[config.mk]
export PLATFORM = sky130hd
export DESIGN_NAME = uart_tx_fifo
export DESIGN_NICKNAME = d
export VERILOG_FILES = /design/src/rtl/uart_pkg.sv /design/src/rtl/sync_fifo.sv /design/src/rtl/uart_tx_fifo.sv
export SDC_FILE = /design/constraint.sdc
export NUM_CORES = 1
export LEC_CHECK = 0
export ABC_AREA = 1
export CORE_MARGIN = 2
export CORE_UTILIZATION = 60
export DETAILED_ROUTE_END_ITERATION = 10
export PLACE_DENSITY = 0.84
export SETUP_SLACK_MARGIN = 0.2
export SYNTH_ARGS = -nofsm -noshare
export SYNTH_HDL_FRONTEND = slang
export SYNTH_SLANG_ARGS = --single-unit
[constraint.sdc]
create_clock -name clk_in -period 2.7 [get_ports clk_in]
set_input_delay 0.405 -clock clk_in [delete_from_list [all_inputs] [get_ports clk_in]]
set_output_delay 0.405 -clock clk_in [all_outputs]
set_load 0.05 [all_outputs]
[src/rtl/uart_pkg.sv]
`default_nettype none
// ============================================================================
// Module  : uart_pkg
// Brief   : Shared UART types: parity modes, TX state encoding, baud helper.
// Revision: 1.0
// ============================================================================
package uart_pkg;

  localparam int PAR_NONE = 0;
  localparam int PAR_ODD  = 1;
  localparam int PAR_EVEN = 2;

  typedef enum logic [2:0] {
    ST_IDLE   = 3'd0,
    ST_START  = 3'd1,
    ST_DATA   = 3'd2,
    ST_PARITY = 3'd3,
    ST_STOP   = 3'd4
  } tx_state_t;

  // Clock cycles per bit period, truncated.
  function automatic int baud_count(input int clk_freq, input int baud_rate);
    return clk_freq / baud_rate;
  endfunction

endpackage
`default_nettype wire

[src/rtl/sync_fifo.sv]
`default_nettype none
// ============================================================================
// Module  : sync_fifo
// Brief   : Single-clock FIFO with push/pop, full/empty flags and occupancy.
// Revision: 1.0
// ============================================================================
module sync_fifo #(
  parameter int WIDTH = 8,
  parameter int DEPTH = 16
) (
  input  logic                     clk_in,
  input  logic                     rst_in,
  input  logic                     push,
  input  logic [WIDTH-1:0]         push_data,
  input  logic                     pop,
  output logic [WIDTH-1:0]         pop_data,
  output logic                     full,
  output logic                     empty,
  output logic [$clog2(DEPTH):0]   level
);

  localparam int              c_aw    = $clog2(DEPTH);
  localparam logic [c_aw:0]   c_depth = (c_aw + 1)'(DEPTH);

  if (DEPTH < 2 || (DEPTH & (DEPTH - 1)) != 0) begin : g_depth_check
    $fatal(1, "sync_fifo: DEPTH must be a power of two and at least 2");
  end

  logic [WIDTH-1:0] r_mem [DEPTH];
  logic [c_aw-1:0]  r_wr_ptr;
  logic [c_aw-1:0]  r_rd_ptr;
  logic [c_aw:0]    r_level;
  logic             w_push;
  logic             w_pop;

  // A full FIFO refuses writes even when a read frees a slot in the same cycle.
  assign full     = (r_level == c_depth);
  assign empty    = (r_level == '0);
  assign w_push   = push && !full;
  assign w_pop    = pop && !empty;
  assign pop_data = r_mem[r_rd_ptr];
  assign level    = r_level;

  always_ff @(posedge clk_in) begin
    if (w_push) r_mem[r_wr_ptr] <= push_data;
  end

  always_ff @(posedge clk_in or posedge rst_in) begin
    if (rst_in) begin
      r_wr_ptr <= '0;
      r_rd_ptr <= '0;
      r_level  <= '0;
    end else begin
      if (w_push) r_wr_ptr <= r_wr_ptr + 1'b1;
      if (w_pop)  r_rd_ptr <= r_rd_ptr + 1'b1;
      case ({w_push, w_pop})
        2'b10:   r_level <= r_level + 1'b1;
        2'b01:   r_level <= r_level - 1'b1;
        default: r_level <= r_level;
      endcase
    end
  end

endmodule
`default_nettype wire

[src/rtl/uart_tx_fifo.sv]
`default_nettype none
// ============================================================================
// Module  : uart_tx_fifo
// Brief   : FIFO-backed UART transmitter, configurable width/parity/stop bits.
// Revision: 1.0
// ============================================================================
module uart_tx_fifo
  import uart_pkg::*;
#(
  parameter int CLK_FREQ   = 50000000,
  parameter int BAUD_RATE  = 115200,
  parameter int DATA_BITS  = 8,
  parameter int PARITY     = 0,
  parameter int STOP_BITS  = 1,
  parameter int FIFO_DEPTH = 16
) (
  input  logic                          clk_in,
  input  logic                          rst_in,
  input  logic                          tx_valid,
  input  logic [DATA_BITS-1:0]          tx_data,
  output logic                          tx_ready,
  output logic                          tx_done,
  output logic                          tx_state,
  output logic [$clog2(FIFO_DEPTH):0]   fifo_level,
  output logic                          rs232_tx
);

  localparam int c_baud_cnt = baud_count(CLK_FREQ, BAUD_RATE);
  localparam int c_cnt_w    = (c_baud_cnt > 1) ? $clog2(c_baud_cnt) : 1;
  localparam int c_idx_w    = $clog2(DATA_BITS);
  localparam logic [c_cnt_w-1:0] c_baud_last = c_cnt_w'(c_baud_cnt - 1);
  localparam logic [c_idx_w-1:0] c_data_last = c_idx_w'(DATA_BITS - 1);
  localparam logic [c_idx_w-1:0] c_stop_last = c_idx_w'(STOP_BITS - 1);

  if (DATA_BITS < 5 || DATA_BITS > 9 || STOP_BITS < 1 || STOP_BITS > 2 ||
      (PARITY != PAR_NONE && PARITY != PAR_ODD && PARITY != PAR_EVEN) ||
      c_baud_cnt < 1) begin : g_param_check
    $fatal(1, "uart_tx_fifo: illegal parameter value");
  end

  tx_state_t              r_state, w_state_nxt;
  logic [c_cnt_w-1:0]     r_baud_cnt, w_cnt_nxt;
  logic [c_idx_w-1:0]     r_bit_idx, w_idx_nxt;
  logic [DATA_BITS-1:0]   r_shift, w_shift_nxt;
  logic                   r_parity, w_par_nxt;
  logic                   r_tx, w_tx_nxt;
  logic                   r_done, w_done_nxt;
  logic                   w_load;
  logic                   w_bit_end;
  logic                   w_full;
  logic                   w_empty;
  logic [DATA_BITS-1:0]   w_head;
  logic                   w_head_par;

  sync_fifo #(
    .WIDTH (DATA_BITS),
    .DEPTH (FIFO_DEPTH)
  ) u_fifo (
    .clk_in    (clk_in),
    .rst_in    (rst_in),
    .push      (tx_valid),
    .push_data (tx_data),
    .pop       (w_load),
    .pop_data  (w_head),
    .full      (w_full),
    .empty     (w_empty),
    .level     (fifo_level)
  );

  assign w_bit_end  = (r_baud_cnt == c_baud_last);
  assign w_head_par = (PARITY == PAR_ODD) ? ~(^w_head) : (^w_head);

  always_ff @(posedge clk_in or posedge rst_in) begin
    if (rst_in) begin
      r_state    <= ST_IDLE;
      r_baud_cnt <= '0;
      r_bit_idx  <= '0;
      r_shift    <= '0;
      r_parity   <= 1'b0;
      r_tx       <= 1'b1;
      r_done     <= 1'b0;
    end else begin
      r_state    <= w_state_nxt;
      r_baud_cnt <= w_cnt_nxt;
      r_bit_idx  <= w_idx_nxt;
      r_shift    <= w_shift_nxt;
      r_parity   <= w_par_nxt;
      r_tx       <= w_tx_nxt;
      r_done     <= w_done_nxt;
    end
  end

  always_comb begin
    w_state_nxt = r_state;
    w_cnt_nxt   = r_baud_cnt;
    w_idx_nxt   = r_bit_idx;
    w_shift_nxt = r_shift;
    w_par_nxt   = r_parity;
    w_tx_nxt    = r_tx;
    w_done_nxt  = 1'b0;
    w_load      = 1'b0;

    if (r_state != ST_IDLE) w_cnt_nxt = w_bit_end ? '0 : r_baud_cnt + 1'b1;

    case (r_state)
      ST_IDLE: w_load = !w_empty;
      ST_START: if (w_bit_end) begin
        w_state_nxt = ST_DATA;
        w_idx_nxt   = '0;
        w_tx_nxt    = r_shift[0];
      end
      ST_DATA: if (w_bit_end) begin
        w_shift_nxt = r_shift >> 1;
        w_tx_nxt    = r_shift[1];
        w_idx_nxt   = r_bit_idx + 1'b1;
        if (r_bit_idx == c_data_last) begin
          w_idx_nxt = '0;
          if (PARITY != PAR_NONE) begin
            w_state_nxt = ST_PARITY;
            w_tx_nxt    = r_parity;
          end else begin
            w_state_nxt = ST_STOP;
            w_tx_nxt    = 1'b1;
          end
        end
      end
      ST_PARITY: if (w_bit_end) begin
        w_state_nxt = ST_STOP;
        w_idx_nxt   = '0;
        w_tx_nxt    = 1'b1;
      end
      ST_STOP: if (w_bit_end) begin
        w_idx_nxt = r_bit_idx + 1'b1;
        if (r_bit_idx == c_stop_last) begin
          w_done_nxt  = 1'b1;
          w_idx_nxt   = '0;
          w_state_nxt = ST_IDLE;
          w_tx_nxt    = 1'b1;
          w_load      = !w_empty;
        end
      end
      default: begin
        w_state_nxt = ST_IDLE;
        w_tx_nxt    = 1'b1;
      end
    endcase

    // Popping the head overrides the stop-exit path so frames run back-to-back.
    if (w_load) begin
      w_state_nxt = ST_START;
      w_cnt_nxt   = '0;
      w_idx_nxt   = '0;
      w_shift_nxt = w_head;
      w_par_nxt   = w_head_par;
      w_tx_nxt    = 1'b0;
    end
  end

  assign tx_ready = !w_full;
  assign tx_done  = r_done;
  assign tx_state = (r_state != ST_IDLE);
  assign rs232_tx = r_tx;

endmodule
`default_nettype wire

==> results of run 1 <==
## how the worst max path moves through the flow
stage	start	endpoint	cells after the start
floorplan	u_fifo.level[1]	u_fifo.level[4]	13
global placement	r_bit_idx[0]	u_fifo.level[4]	16
detailed placement	r_bit_idx[0]	u_fifo.level[4]	16
CTS	r_bit_idx[0]	u_fifo.level[4]	16
global route	r_baud_cnt[1]	u_fifo.level[4]	16
finish	r_baud_cnt[1]	u_fifo.level[4]	16
## synth_stat cells, types with 2 or more instances
cell / number / area share, %
sky130_fd_sc_hd__a21oi_1: 2 / 0.13
sky130_fd_sc_hd__a21oi_2: 2 / 0.23
sky130_fd_sc_hd__buf_2: 20 / 1.3
sky130_fd_sc_hd__buf_4: 2 / 0.20
sky130_fd_sc_hd__buf_6: 2 / 0.29
sky130_fd_sc_hd__clkbuf_1: 4 / 0.20
sky130_fd_sc_hd__dfrtp_1: 37 / 12
sky130_fd_sc_hd__edfxtp_1: 128 / 50
sky130_fd_sc_hd__ha_1: 14 / 2.3
sky130_fd_sc_hd__inv_1: 95 / 4.7
sky130_fd_sc_hd__inv_2: 5 / 0.24
sky130_fd_sc_hd__nand2_1: 260 / 13
sky130_fd_sc_hd__nand2_2: 7 / 0.57
sky130_fd_sc_hd__nand2_4: 2 / 0.29
sky130_fd_sc_hd__nand3_1: 105 / 6.9
sky130_fd_sc_hd__nand4_1: 3 / 0.24
sky130_fd_sc_hd__nor2_1: 34 / 1.7
sky130_fd_sc_hd__nor2_2: 4 / 0.33
sky130_fd_sc_hd__nor2_4: 2 / 0.29
sky130_fd_sc_hd__nor3_1: 2 / 0.13
sky130_fd_sc_hd__o21ai_0: 15 / 0.98
sky130_fd_sc_hd__o21ai_1: 5 / 0.33
sky130_fd_sc_hd__o31ai_1: 7 / 0.69
sky130_fd_sc_hd__xnor2_1: 2 / 0.23
sky130_fd_sc_hd__xor2_1: 14 / 1.6
## flip-flops by register name (all words and copies together) (netlist names), 3 cells and up
name and count:
r_baud_cnt 9, r_bit_idx 3, r_shift 8, r_state 3, u_fifo.level 5, u_fifo.r_mem 128
u_fifo.r_rd_ptr 4, u_fifo.r_wr_ptr 4
## area by class of cell
| cell class | instances | area, um^2 | area share, % |
|---|---|---|---|
| clock buffer | 18 | 429 | 4.92 |
| multi-input combinational | 488 | 2400 | 27.5 |
| timing repair buffer | 44 | 390 | 4.48 |
| sequential | 166 | 4810 | 55.1 |
| inverter | 101 | 379 | 4.35 |
| tap | 172 | 215 | 2.47 |
| clock inverter | 14 | 98.8 | 1.13 |
## cells in the final DEF (no fill, tap or decap), types with 3 or more instances in the layout
cell type,n
sky130_fd_sc_hd__nand3_1,104
sky130_fd_sc_hd__inv_2,6
sky130_fd_sc_hd__nand2_2,8
sky130_fd_sc_hd__nand2_1,259
sky130_fd_sc_hd__inv_6,4
sky130_fd_sc_hd__nor2_4,4
sky130_fd_sc_hd__o31ai_1,7
sky130_fd_sc_hd__clkbuf_16,17
sky130_fd_sc_hd__xor2_1,12
sky130_fd_sc_hd__clkinvlp_4,4
sky130_fd_sc_hd__ha_1,12
sky130_fd_sc_hd__dfrtp_2,8
sky130_fd_sc_hd__dfrtp_1,29
sky130_fd_sc_hd__nand4_1,3
sky130_fd_sc_hd__clkinv_1,4
sky130_fd_sc_hd__clkinv_2,3
sky130_fd_sc_hd__nor2_1,33
sky130_fd_sc_hd__o21ai_1,5
sky130_fd_sc_hd__inv_1,93
sky130_fd_sc_hd__o21ai_0,15
sky130_fd_sc_hd__edfxtp_1,128
sky130_fd_sc_hd__clkdlybuf4s50_1,19
sky130_fd_sc_hd__nor2_2,3
sky130_fd_sc_hd__buf_4,24
## worst register-to-register path: cells and delay by family (launching register included)
family | cells | cell delay (ns)
flip-flops | 1 | 0.42
AO/OA/AOI/OAI | 1 | 0.20
adder cells (fa/ha/maj) | 3 | 0.54
AND/OR/NAND/NOR | 8 | 0.75
buffers and inverters | 2 | 0.13
XOR/XNOR | 2 | 0.35
## stage by stage
step	utilization, %	std cells	setup WS, ns	hold slack [ns]
after global placement	64.2	963	0.397	0.454
after CTS	68.5	995	0.221	0.407
after floorplan	-	784	0.00265	0.442
after detailed placement	64.2	963	0.246	0.466
final	69.4	1003	0.245	0.390
after global routing	69.4	1003	0.111	0.477
## where the power goes
part | total (uW) | switching, uW | internal [uW]
sequential | 3180 | 142 | 3030
clock | 2190 | 1010 | 1180
combinational | 950 | 658 | 292
total | 6320 | 1810 | 4500
## cell families (layout without fill, tap and decap cells)
family	Yosys count	count (layout)	share of synthesized area, %
adder cells (fa/ha/maj)	14	14	2.29
buffers and inverters	130	177	6.99
AO/OA/AOI/OAI	35	35	2.76
flip-flops	166	166	62.6
XOR/XNOR	16	16	1.83
AND/OR/NAND/NOR	423	423	23.6
## metal layers
metal | track usage [%] | share of wire [%]
met5 | 0 | 0
met1 | 34.6 | 39
met4 | 11.8 | 3.5
met3 | 7.36 | 8.1
met2 | 44.4 | 50
## repair_timing
item	in CTS	in global routing
gates cloned	0	0
setup endpoints to repair	1	3
resized for setup	1	12
pin swaps	0	7
buffers inserted	0	8
==> results.yml, run 1 <==
run_status:
  outcome: "finished clean"
setup_path:
  critical_path.n_buffers_inverters: 2
  worstReg2RegEnd: "u_fifo.level[4]"
  rrSetupSlack_ns: 0.24
  start_kind: "flip-flop"
  worst_path_cell_chain: "inv_1 -> ha_1 -> nand2_1 -> nor2_4 -> nand3_4 -> a21oi_4 -> ha_4 -> xor2_2 -> ha_2 -> inv_1 -> nand2_2 -> nand3_2 -> nand2_1 -> xor2_1 -> nand2_1 -> nand2_1"
  critPathArrivalTime_ns: 2.82
  r2r.worst_path.cells: 16
  critPathCaptureType: "flip-flop"
  crit_top_cell: "sky130_fd_sc_hd__nand2_1"
  critPathMaxStageDelay_ns: 0.42
  setup.worst_path.class: "flip-flop to flip-flop"
  critical_path.top_delay_family: "simple AND/OR/NAND/NOR gates"
  worst_path_max_delay_cell: "sky130_fd_sc_hd__dfrtp_2"
  worst_ep_required_time_ns: 3.06
  critical_path.reg2reg.startpoint: "r_baud_cnt[1]"
  crit_fanout: 4
timing:
  timing.final.setup_violations: 0
  fin_worst_skew_ns: 0.00941
  final_period_minus_worst_setup_slack_ns: 2.46
  grt_setup_unrepaired: "yes"
  hold_viol_final: 0
  post-route-period-util_pct: 90.9
  maxSlewViolCount: 0
  worst_pin_slew_ns: 1.06
  relative_slew_slack_pct: 29.2
  setup_total_negative_slack_ns: 0
  fmax_mhz: 407
grt:
  antenna_found_initial: 0
  first_pass_grt_wire_length_um: 27500
  first_global_vias: 5431
  grt.overflow.total: 0
  grt_max_degree: 67
  groute.usage.overall_pct: 27.2
power:
  power_leakage_uw: 0.00374
  cellPowerDensity_nw_per_um2: 725
  post-layout-total-power_uw: 6320
  ir_worst_vdd_uv: 702
clocking:
  tritoncts: "built"
  cts.htree.levels: 4
  clk_transition_reported_paths_ns: 0.06
  ctsLongestPathBuffers: 2
  hold_buffers: 0
  cts.sinks: 166
  cts_buffers: 17
  clock_latency_ns: 0.44
  clock_tree.root_cell: "sky130_fd_sc_hd__clkbuf_16"
place:
  gpl.final_weighted_congestion: 0.943
  buffer_ports.inserted: 19
  detailed_place.area_um2: 8070
  hpwl_um: 11000
floorplanning:
  row_count: 41
  floorplan.initialDensity_pct: 61.0
  fp.dieH_um: 117
  width_of_the_die_um: 117
  fp.coreArea_um2: 12600
  dieArea_um2: 13700
  ios: 20
run:
  max_cap_viol: 0
finish:
  area_growth_syn_to_layout_pct: 13.7
  share_of_post_route_cells_with_drive_strength_above_1_pct: 11.7
  final.fill_count: 844
  fin_area_um2: 8720
  diodes_inserted: 0
  nets_final: 843
logic_synthesis:
  dominantRegCellSynth: "sky130_fd_sc_hd__edfxtp_1"
  synth_seq_area_share_pct: 62.6
  syn_inst: 784
  ys_types: 36
  postSynthRegisterBits: 166
  synth-warning-count: 0
  syn_nets: 809
  netlist_area_um2: 7660
  asyncSetResetFlopFracSynth_pct: 22.9
  syn_avg_cell_area_um2: 9.78
  synth_edf_count: 128
drt:
  post_drt_via_cell_ratio: 5.59
  ant_nets: 0
  detail_route.iter0.violations: 886
  finalWirelength_um: 17400
  num_vias: 5602
  drt_pass1_iterations: 6
  routedWlPerCell_um: 17.4
  remaining_drc_errors: 0
worst_hold_path:
  holdCritPathClass: "input pin to async pin"
No activity file was read; power rests on OpenSTA's default activity.
==> inputs of run 2 (changes only) <==
==> constraint.sdc (replaced) <==
create_clock -name clk_in -period 2.7 [get_ports clk_in]
set_input_delay 0.405 -clock clk_in [delete_from_list [all_inputs] [get_ports clk_in]]
set_output_delay 0.405 -clock clk_in [all_outputs]
set_load 0.01 [all_outputs]
==> run 2 against run 1 <==
  * Sequential share of layout area decreased by 0.11 points
  * Wire length is 3.3% lower
  * Maximum frequency grew 1.3%
  * Clock power hardly changed
  * Combinational power is 15% lower
  * Total power down 2.5%
  * Flip-flop and latch count is the same
  * Die area unchanged
==> results.yml, run 2 (same netlist as run 1, synthesis figures left out) <==
drt:
  detail_route.iter0.violations: 575
  post_drt_via_cell_ratio: 5.57
  finalWirelength_um: 16900
  routedWlPerCell_um: 16.7
  num_vias: 5604
  drt_pass1_iterations: 7
  remaining_drc_errors: 0
  ant_nets: 0
run_status:
  outcome: "finished clean"
grt:
  antenna_found_initial: 0
  groute.usage.overall_pct: 25.7
  first_pass_grt_wire_length_um: 25800
  grt_max_degree: 66
  first_global_vias: 5159
  grt.overflow.total: 0
power:
  p_sw_uw: 1660
  post-layout-total-power_uw: 6160
  power_frac_comb_pct: 13.1
  internal_power_uw: 4500
  pwr-share-clk_pct: 35.5
  ir_worst_vdd_uv: 704
  power.sequential.fraction_pct: 51.4
  power_leakage_uw: 0.00378
  cellPowerDensity_nw_per_um2: 706
  power_switching_share_pct: 27.0
setup_path:
  r2r.worst_path.cells: 15
  worstReg2RegEnd: "u_fifo.level[4]"
  rrSetupSlack_ns: 0.28
  critical_path.reg2reg.startpoint: "r_bit_idx[0]"
  crit_fanout: 12
  start_kind: "flip-flop"
  critPathArrivalTime_ns: 2.79
  worst_path_cell_chain: "inv_1 -> ha_1 -> inv_1 -> nor2_4 -> nand3_4 -> a21oi_4 -> buf_4 -> ha_1 -> nand2_1 -> o21bai_1 -> inv_1 -> nand2_1 -> xor2_1 -> nand2_1 -> nand2_1"
  crit_top_cell: "sky130_fd_sc_hd__nand2_1"
  worst_ep_required_time_ns: 3.07
  setup.worst_path.class: "flip-flop to flip-flop"
  critical_path.top_delay_family: "simple AND/OR/NAND/NOR gates"
  critPathMaxStageDelay_ns: 0.40
  worst_path_max_delay_cell: "sky130_fd_sc_hd__dfrtp_1"
  critPathCaptureType: "flip-flop"
  critical_path.n_buffers_inverters: 4
timing:
  grt_setup_unrepaired: "no"
  post-route-period-util_pct: 89.7
  setup_total_negative_slack_ns: 0
  worst_pin_slew_ns: 0.799
  maxSlewViolCount: 0
  final_period_minus_worst_setup_slack_ns: 2.42
  hold_viol_final: 0
  fin_worst_skew_ns: 0.0119
  relative_slew_slack_pct: 46.6
  timing.final.setup_violations: 0
  fmax_mhz: 413
clocking:
  cts.htree.levels: 4
  ctsLongestPathBuffers: 2
  clock_latency_ns: 0.43
  clock_tree.root_cell: "sky130_fd_sc_hd__clkbuf_16"
  tritoncts: "built"
  clk_transition_reported_paths_ns: 0.06
  cts.sinks: 166
  cts_buffers: 17
worst_hold_path:
  hp-start: "rs232_tx"
  worstHoldEndpoint: "rs232_tx"
  min_delay_path_depth: 2
  holdCritPathClass: "flip-flop to flip-flop"
floorplanning:
  row_count: 41
  width_of_the_die_um: 117
  fp.dieH_um: 117
  floorplan.initialDensity_pct: 61.0
  dieArea_um2: 13700
  fp.coreArea_um2: 12600
  ios: 20
finish:
  final.fill_count: 882
  area_growth_syn_to_layout_pct: 13.7
  layout_commonest_cell: "sky130_fd_sc_hd__nand2_1"
  nets_final: 847
  diodes_inserted: 0
  share_of_post_route_cells_with_drive_strength_above_1_pct: 10.8
  register_name_with_the_most_flops: "u_fifo.r_mem"
  layout_top_registers: "u_fifo.r_mem (128), r_baud_cnt (9), r_shift (8)"
  final_cell_mix: "sky130_fd_sc_hd__nand2_1, sky130_fd_sc_hd__edfxtp_1, sky130_fd_sc_hd__nand3_1"
  largest_reg_flops: 128
  post-route-util_pct: 69.4
place:
  buffer_ports.inserted: 19
  gpl.final_weighted_congestion: 0.909
  hpwl_um: 10400
run:
  max_cap_viol: 0
[run 2: cell types whose count changed in the layout (fill, tap and decap cells not counted), moves of 2 or more]
cell | previous run | this run
sky130_fd_sc_hd__clkinv_4 | 0 | 2
sky130_fd_sc_hd__buf_4 | 24 | 28
sky130_fd_sc_hd__clkinv_1 | 4 | 2
sky130_fd_sc_hd__dfrtp_1 | 29 | 36
sky130_fd_sc_hd__dfrtp_2 | 8 | 1
[run 2: repair_timing]
action | 4_1_cts | 5_1_grt
hold buffers | 0 | 0
gates resized for setup | 2 | 5
hold endpoints to repair | 0 | 0
setup endpoints to repair | 1 | 3
pin swaps | 0 | 2
buffers inserted | 0 | 4
[run 2: metal layers]
metal / track usage, % / part of all wire (%) / vias to the layer above
met1: 32.0 / 38 / 2690
met2: 43.0 / 51 / 248
li1: - / - / 2629
met5: 0 / 0 / -
met4: 11.2 / 2.8 / 0
met3: 6.54 / 7.5 / 37
[run 2: how the worst max path moves through the flow]
stage | from | endpoint | slack (ns) | cells after the start
floorplan | r_bit_idx[0] | u_fifo.level[4] | 0.34 | 17
global placement | r_bit_idx[0] | u_fifo.level[4] | 0.35 | 16
detailed placement | r_bit_idx[0] | u_fifo.level[4] | 0.14 | 16
CTS | r_bit_idx[0] | u_fifo.level[4] | 0.21 | 16
global route | r_bit_idx[0] | u_fifo.level[4] | 0.12 | 15
finish | r_bit_idx[0] | u_fifo.level[4] | 0.28 | 15
[run 2: power by group through the flow]
| stage | clock, uW | combinational [uW] | sequential [uW] |
|---|---|---|---|
| 6_report | 2190 | 807 | 3170 |
| 4_1_cts | 2210 | 780 | 3160 |
| 3_5_place_dp | 0 | 765 | 3210 |
| 3_3_place_gp | 0 | 728 | 3190 |
| 2_1_floorplan | 0 | 434 | 3190 |
| 5_1_grt | 2310 | 888 | 3180 |
[run 2: through the flow]
stage	worst slack, ns	cells	hold slack (ns)	area [um^2]
after floorplan	0.340	784	0.442	7660
after global placement	0.352	971	0.457	8120
after detailed placement	0.137	971	0.465	8120
after CTS	0.210	1003	0.451	8650
after global routing	0.121	1007	0.491	8720
final	0.277	1007	0.468	8720
[run 2: final cells by class]
type / count / area, um^2 / area share (%)
clock buffer: 19 / 433 / 4.97
clock inverter: 13 / 97.6 / 1.12
inverter: 101 / 379 / 4.35
multi-input combinational: 488 / 2380 / 27.3
sequential: 166 / 4800 / 55.0
tap: 172 / 215 / 2.47
timing repair buffer: 48 / 420 / 4.82
[run 2: worst min-delay path: cells and delay by family (launching register included)]
kind | cells | cell delay, ns
AOI/OAI and AO/OA | 1 | 0.05
DFF | 1 | 0.37
and+or+nand+nor | 1 | 0.05
